<file path="config.mk">
export PLATFORM = sky130hd
export DESIGN_NAME = i2c_target_regfile
export DESIGN_NICKNAME = d
export VERILOG_FILES = /design/src/rtl/i2c_target_regfile.sv
export SDC_FILE = /design/constraint.sdc
export NUM_CORES = 1
export LEC_CHECK = 0
export ABC_AREA = 1
export CORE_MARGIN = 2
export CORE_UTILIZATION = 50
export CTS_CLUSTER_DIAMETER = 80
export DETAILED_ROUTE_END_ITERATION = 10
export GPL_TIMING_DRIVEN = 0
export PLACE_DENSITY_LB_ADDON = 0.15
export SYNTH_ARGS = -nofsm -noshare
export SYNTH_HDL_FRONTEND = slang
export SYNTH_SLANG_ARGS = --single-unit
</file>
<file path="constraint.sdc">
create_clock -name clk_i -period 2.9 [get_ports clk_i]
set_input_delay 0.58 -clock clk_i [delete_from_list [all_inputs] [get_ports clk_i]]
set_output_delay 0.58 -clock clk_i [all_outputs]
set_load 0.05 [all_outputs]
</file>
<file path="src/rtl/i2c_target_regfile.sv">
// I2C target with a byte-wide register file, pointer auto-increment and open-drain SDA.
// Optional glitch filter on SCL/SDA enabled by I2C_TARGET_GLITCH_FILTER_EN.
module i2c_target_regfile #(
  parameter logic [6:0] DEVICE_ADDR    = 7'h50,
  parameter int         REG_ADDR_WIDTH = 4,
  parameter int         FILTER_DEPTH   = 3
) (
  input  logic                      clk_i,
  input  logic                      rst_n_i,
  input  logic                      scl_i,
  input  logic                      sda_i,
  output logic                      sda_oe_o,
  input  logic [REG_ADDR_WIDTH-1:0] rd_addr_i,
  output logic [7:0]                rd_data_o,
  output logic                      wr_strobe_o,
  output logic [REG_ADDR_WIDTH-1:0] wr_addr_o,
  output logic [7:0]                wr_data_o,
  output logic                      busy_o
);

  localparam int DEPTH = 2 ** REG_ADDR_WIDTH;

  typedef enum logic [3:0] {
    IDLE, ADDR, ADDR_ACK, PTR, PTR_ACK,
    WDATA, WDATA_ACK, RDATA, RDATA_ACK
  } state_t;

  logic [1:0] scl_s, sda_s;
  logic       scl_f, sda_f;
  logic       scl_d, sda_d;

  always_ff @(posedge clk_i) begin
    if (!rst_n_i) begin
      scl_s <= 2'b11;
      sda_s <= 2'b11;
    end else begin
      scl_s <= {scl_s[0], scl_i};
      sda_s <= {sda_s[0], sda_i};
    end
  end

`ifdef I2C_TARGET_GLITCH_FILTER_EN
  localparam int CW = $clog2(FILTER_DEPTH + 1);
  logic [CW-1:0] scl_cnt, sda_cnt;

  // a level is accepted after FILTER_DEPTH samples differing from it
  always_ff @(posedge clk_i) begin
    if (!rst_n_i) begin
      scl_f   <= 1'b1;
      sda_f   <= 1'b1;
      scl_cnt <= '0;
      sda_cnt <= '0;
    end else begin
      if (scl_s[1] == scl_f) begin
        scl_cnt <= '0;
      end else if (scl_cnt == CW'(FILTER_DEPTH - 1)) begin
        scl_f   <= scl_s[1];
        scl_cnt <= '0;
      end else begin
        scl_cnt <= scl_cnt + 1'b1;
      end
      if (sda_s[1] == sda_f) begin
        sda_cnt <= '0;
      end else if (sda_cnt == CW'(FILTER_DEPTH - 1)) begin
        sda_f   <= sda_s[1];
        sda_cnt <= '0;
      end else begin
        sda_cnt <= sda_cnt + 1'b1;
      end
    end
  end
`else
  assign scl_f = scl_s[1];
  assign sda_f = sda_s[1];
`endif

  always_ff @(posedge clk_i) begin
    if (!rst_n_i) begin
      scl_d <= 1'b1;
      sda_d <= 1'b1;
    end else begin
      scl_d <= scl_f;
      sda_d <= sda_f;
    end
  end

  logic scl_rise, scl_fall, start_det, stop_det;
  assign scl_rise  = scl_f & ~scl_d;
  assign scl_fall  = ~scl_f & scl_d;
  assign start_det = scl_f & scl_d & sda_d & ~sda_f;
  assign stop_det  = scl_f & scl_d & ~sda_d & sda_f;

  logic [7:0]                regs [DEPTH];
  state_t                    state;
  logic [2:0]                bitcnt;
  logic [7:0]                shreg;
  logic [REG_ADDR_WIDTH-1:0] ptr;
  logic                      rw, got, mack;
  logic [7:0]                rx;
  logic                      last;

  assign rx        = {shreg[6:0], sda_f};
  assign last      = (bitcnt == 3'd7);
  assign rd_data_o = regs[rd_addr_i];

  always_ff @(posedge clk_i) begin
    if (!rst_n_i) begin
      state       <= IDLE;
      bitcnt      <= '0;
      shreg       <= '0;
      ptr         <= '0;
      rw          <= 1'b0;
      got         <= 1'b0;
      mack        <= 1'b1;
      sda_oe_o    <= 1'b0;
      busy_o      <= 1'b0;
      wr_strobe_o <= 1'b0;
      wr_addr_o   <= '0;
      wr_data_o   <= '0;
      for (int i = 0; i < DEPTH; i++) regs[i] <= 8'h00;
    end else begin
      wr_strobe_o <= 1'b0;
      if (start_det) begin
        state    <= ADDR;
        bitcnt   <= '0;
        sda_oe_o <= 1'b0;
      end else if (stop_det) begin
        state    <= IDLE;
        sda_oe_o <= 1'b0;
        busy_o   <= 1'b0;
      end else begin
        case (state)
          ADDR: if (scl_rise) begin
            shreg  <= rx;
            bitcnt <= bitcnt + 3'd1;
            if (last) begin
              if (rx[7:1] == DEVICE_ADDR) begin
                state  <= ADDR_ACK;
                rw     <= rx[0];
                busy_o <= 1'b1;
              end else begin
                state  <= IDLE;
                busy_o <= 1'b0;
              end
            end
          end
          PTR: if (scl_rise) begin
            shreg  <= rx;
            bitcnt <= bitcnt + 3'd1;
            if (last) begin
              ptr   <= rx[REG_ADDR_WIDTH-1:0];
              state <= PTR_ACK;
            end
          end
          WDATA: if (scl_rise) begin
            shreg  <= rx;
            bitcnt <= bitcnt + 3'd1;
            if (last) begin
              regs[ptr]   <= rx;
              wr_strobe_o <= 1'b1;
              wr_addr_o   <= ptr;
              wr_data_o   <= rx;
              ptr         <= ptr + 1'b1;
              state       <= WDATA_ACK;
            end
          end
          // sda_oe_o doubles as the "ACK already driven" marker
          ADDR_ACK, PTR_ACK, WDATA_ACK: if (scl_fall) begin
            if (!sda_oe_o) begin
              sda_oe_o <= 1'b1;
            end else begin
              bitcnt <= '0;
              if (state == ADDR_ACK && rw) begin
                shreg    <= regs[ptr];
                sda_oe_o <= ~regs[ptr][7];
                state    <= RDATA;
              end else begin
                sda_oe_o <= 1'b0;
                state    <= (state == ADDR_ACK) ? PTR : WDATA;
              end
            end
          end
          RDATA: begin
            if (scl_rise) begin
              bitcnt <= bitcnt + 3'd1;
              if (last) begin
                state <= RDATA_ACK;
                got   <= 1'b0;
                ptr   <= ptr + 1'b1;
              end
            end else if (scl_fall) begin
              shreg    <= {shreg[6:0], 1'b0};
              sda_oe_o <= ~shreg[6];
            end
          end
          RDATA_ACK: begin
            if (scl_rise) begin
              got  <= 1'b1;
              mack <= sda_f;
            end else if (scl_fall) begin
              if (!got) begin
                sda_oe_o <= 1'b0;
              end else if (!mack) begin
                shreg    <= regs[ptr];
                sda_oe_o <= ~regs[ptr][7];
                bitcnt   <= '0;
                state    <= RDATA;
              end else begin
                sda_oe_o <= 1'b0;
                state    <= IDLE;
              end
            end
          end
          default: ;
        endcase
      end
    end
  end

endmodule

</file>
* After elaboration in Yosys (flattened, before gate mapping)
Memories as Yosys holds them, arrays and structs flattened. A register that Yosys moved wholly into a read port is not among the register bits.
Index checks and enable logic that the tools add are counted.
** Word-level totals
- Word-level logic and storage cells :: 186
- Memories :: 1
- Output and inout port bits :: 23
- Bits in registers :: 42
- RAM bits :: 128
- Input bits :: 8
** Memories
- regs :: words 16, bits a word 8, rd ports 2, clocked after Yosys merged registers in 1, write ports 16, RTL line 93 : logic [7:0] regs [DEPTH];
** Cells by class
- Reduce and logical (&&, ||, !) cells :: 29
- $add $sub $neg :: 2
- Mux-type cells :: 76
- Bitwise operators :: 16
- Eq/ne operators :: 45
** Operators with widths (count)
- 2-to-1 mux 4 bit :: 20
- 2-to-1 mux 7 bit :: 10
- inequality test 4 bit, second input constant :: 13
- inequality test 2 bit, second input constant :: 18
- 2-to-1 mux 3 bit :: 10
- 2-to-1 mux 1 bit :: 28
- case mux 7 bit (4 select lines) :: 1
- AND reduction 14 bit :: 2
- case mux 4 bit (6 select lines) :: 1
- AND reduction 6 bit :: 3
- == test 4 x 3 -> 1 bit, second input constant :: 4
- AND reduction 13 bit :: 1
- nonzero test 2 bit :: 5
- inverter 1 bit :: 9
- case mux 3 bit (3 select lines) :: 1
- AND reduction 9 bit :: 1
- OR reduction 3 bit :: 3
- == test 4 x 2 -> 1 bit, second input constant :: 2
- 2-to-1 mux 8 bit :: 1
- inequality test 2 x 1 -> 1 bit, second input constant :: 4
- case mux 4 bit (2 select lines) :: 1
- AND reduction 4 bit :: 2
- nonzero test 8 bit :: 1
- OR reduction 8 bit :: 1
- 18 further kinds :: 26

* Logic depth before layout (Yosys ltp)
- Depth after elaboration :: 10
- Depth in mapped cells :: 12
- Mapped depth without buffers :: 12

* Worst setup path after synthesis
Ideal clock, no wire load.
- Path type :: input-to-output
- Start :: input port rd_addr_i[0]
- End :: output port rd_data_o[7]
- Arrival time :: 2606 ps
- Required time :: 2320 ps
- Buffers on the path :: 2
- Path slack :: -286 ps
- Cell stages on the path :: 6
- Cells stage by stage :: clkbuf_1 -> buf_1 -> o21ai_0 -> a21oi_1 -> o22ai_1 -> o21ai_0
** On the way
- Cells in the longest elaborated chain, start to end :: 1
** Ends and longest elaborated chain
- start, declared :: RTL line 13 : input logic [REG_ADDR_WIDTH-1:0] rd_addr_i,
- memory (16 x 8 bit)
- end, declared :: RTL line 14 : output logic [7:0] rd_data_o,
No other way between the ends.

* Final worst setup path
- Start :: input port rd_addr_i[1]
- End :: output port rd_data_o[2]
The elaborated chain is that of the path after synthesis.

==> summary.txt <==
STA
  – Final slew viol count: 0
  – Slew headroom: 30.2%
  – Crit path time final: 2880 ps
  – Setup_tns: 0 ps
  – RSZ-0062 raised after global routing: yes
  – Final hold vios: 0
  – Final period util: 99.3%
  – Final setup fails: 0
  – Slew @ Worst Pin: 1040 ps
  – F_max: 347 MHz
  – Hold Slack: 414 ps
  – Post-Route Skew: 16.1 ps
  – Final Worst Setup Slack: 19.3 ps

Synth
  – Synth unique cells: 37
  – Ys flop type: edfxtp_1
  – Syn Inst Count: 1126
  – Post-synth top area share: 41.2%
  – Ranking of synthesized cells by area: edfxtp_1 (41%), dfxtp_1 (9.9%), nand2_1 (9.8%)
  – Xor/xnor share of the synthesized area: 0.0938%
  – Count leader, synth: nand2_1
  – Synth top cells by count: nand2_1 (244), nor2_1 (179), edfxtp_1 (128)
  – Yosys top cell by area: edfxtp_1
  – Register area share after synthesis: 51.1%
  – #FFs+latches synth: 174
  – Ys async rst share: 0%
  – Area fraction in compound gates after synthesis: 10.8%
  – Post-synth net total: 1140
  – EDFF count, synth: 128
  – Area of the mapped netlist: 9330 um^2
  – Adder-cell area share of the yosys netlist: 0.804%
  – Post-synthesis mux area share: 3.00%
  – Syn Area/Cell: 8.29 um^2
  – Yosys Warn Count: 0
  – Post-Synth Simple-Gate Area: 28.0%
  – Largest family of logic cells by synthesized area: simple AND/OR/NAND/NOR gates

Drt
  – WL final: 31000 um
  – DR vias: 8491
  – M1 WL: 12800 um
  – DR top layer: met4
  – Metal3 WL: 4040 um
  – Post-route DRC: 1
  – Starting DRC count in detailed routing: 1209
  – Drt wl/cell: 21.9 um
  – Vias/cell: 6.01
  – Initial DRT Pass Iterations: 9
  – Met2 wire length: 12900 um
  – Final ANT Viol Nets: 0

Placed design
  – Routability cong.: 1.09
  – # placed instances: 1380
  – Placement-stage worst setup slack: -1010 ps
  – Port Buffers: 25
  – Final HPWL from detailed placement: 22200 um
  – Area after DPL: 9870 um^2

GRT
  – Pin count of the biggest net entering global routing: 18
  – GRT Residual Overflow: 0
  – Initial antenna violation count: 0
  – Global Route Usage Sum: 31.7%
  – First-pass GRT wire length: 46000 um
  – Vias in the first global route: 7616

Die
  – Core region area: 18100 um^2
  – Die Footprint: 19800 um^2
  – DIE WIDTH: 141 um
  – Starting Density: 51.4%
  – Die Y-Extent: 141 um
  – I/O Pins: 31
  – Rows: 49

Power and ir drop
  – Max VDD drop: 419 uV
  – Comb pwr share: 17.5%
  – Sw frac: 31.1%
  – Pwr Total: 6.26 mW
  – Clock share of power: 36.6%
  – Net Switching: 1.95 mW
  – Sequential share of power: 45.9%
  – Pwr dens: 598 nW/um^2
  – Leakage: 4.34 nW
  – Internal: 4.32 mW

Cells and area
  – Area growth syn-to-layout: 12.3%
  – Fin nets: 1184
  – Final core occ: 57.7%
  – Final instance area: 10500 um^2
  – Antenna Diode Count: 0
  – Layout cells sized above 1: 8.88%
  – Final non-filler cell total: 1412

Hold path
  – Hold Path Origin: sda_s[0]
  – Hold Path Sink: sda_s[1]
  – Path type of the worst min-delay path: flop to flop
  – WHS Path Cells: 1

Clock tree
  – CTS sink cnt: 174
  – Clk slew on worst S/H paths: 70 ps
  – Clock tree buffer depth: 2
  – Clock Tree Root: clkbuf_16
  – Num CTS Buffers: 17
  – Clock latency on the worst-skew pair: 440 ps
  – # H-tree levels: 4
  – CTS tree: done
  – Post-CTS Hold Fix Bufs: 0

Worst setup path
  – Critical path capture point type: primary output
  – CP required: 2320 ps
  – Worst Path Max Fanout: 10
  – Flop-to-flop setup slack: 320 ps
  – R2r endpoint: regs[9][2]
  – CP Launch Point: rd_addr_i[1]
  – Crit path kind: primary input to primary output
  – Crit path launch type: primary input
  – Arr. time, crit path: 2300 ps
  – R2R cell count: 10
  – Worst r2r src: bitcnt[0]

Run status
  – Violations in the final reports: DRC
  – Outcome: finished, violations left

Job
  – Max cap viols: 0
flip-flops by register name, summed over array words and instances (netlist names), 2 cells and up, named ones only:
name       cells
regs         128
scl_s          2
state          4
bitcnt         3
wr_addr_o      4
wr_data_o      8
ptr            4
shreg          7
sda_s          2
logic make-up (layout without fill, tap and decap cells):
family / Yosys count / after routing
compound gates: 184 / 184
simple gates: 581 / 581
xor+xnor: 1 / 1
buf+inv: 152 / 209
fa+ha+maj: 6 / 6
mux: 28 / 28
flops: 174 / 174
metal layers:
metal  up-vias  global-route usage [%]
li1       3871                       -
met4         0                    11.2
met5         -                       0
met2       601                    45.4
met1      3929                    45.6
met3        90                    9.78
critical path, stage by stage:
cell and delay [ps]:
clkbuf_2 260, clkinv_4 190, buf_2 260, o211ai_1 290, o211ai_1 210, nand2_1 130, clkdlybuf4s18_2 370
how the worst max path moves through the flow:
stage,endpoint,cells past startpoint
2_1_floorplan,rd_data_o[7],6
3_3_place_gp,rd_data_o[5],7
3_5_place_dp,rd_data_o[5],7
4_1_cts,rd_data_o[2],7
5_1_grt,rd_data_o[2],7
6_report,rd_data_o[2],7
cell usage in the layout (no fill, tap or decap), types with 7 or more instances in the layout:
cell type	n
a21oi_1	67
buf_2	10
clkbuf_1	40
clkbuf_16	18
clkbuf_2	11
clkdlybuf4s50_1	17
clkinv_1	8
dfxtp_1	46
edfxtp_1	128
inv_1	75
mux2i_1	28
nand2_1	244
nand2_4	18
nand3_1	110
nor2_1	179
o211ai_1	29
o21ai_0	76
or2_2	7
final cells by class:
type / instances / area [um^2]
Buffer: 63 / 278
Clock buffer: 19 / 454
Clock inverter: 13 / 124
Fill cell: 1670 / 7670
Inverter: 89 / 339
Multi-Input combinational cell: 800 / 3990
Sequential cell: 174 / 4760
Tap cell: 229 / 287
Timing Repair Buffer: 25 / 240
what timing repair did:
item,in CTS,in global routing
buffers inserted,0,0
pin swaps,1,3
resized for setup,41,21
endpoints found under the setup margin,8,8
power by group through the flow:
stage	Clock, mW	Sequential (mW)	Combinational [mW]
after floorplan	0	2.89	0.732
after global placement	0	2.92	1.05
after detailed placement	0	2.92	1.06
after CTS	2.29	2.87	1.07
after global routing	2.38	2.88	1.20
final	2.29	2.87	1.10
(Power assumes the default switching activity.)
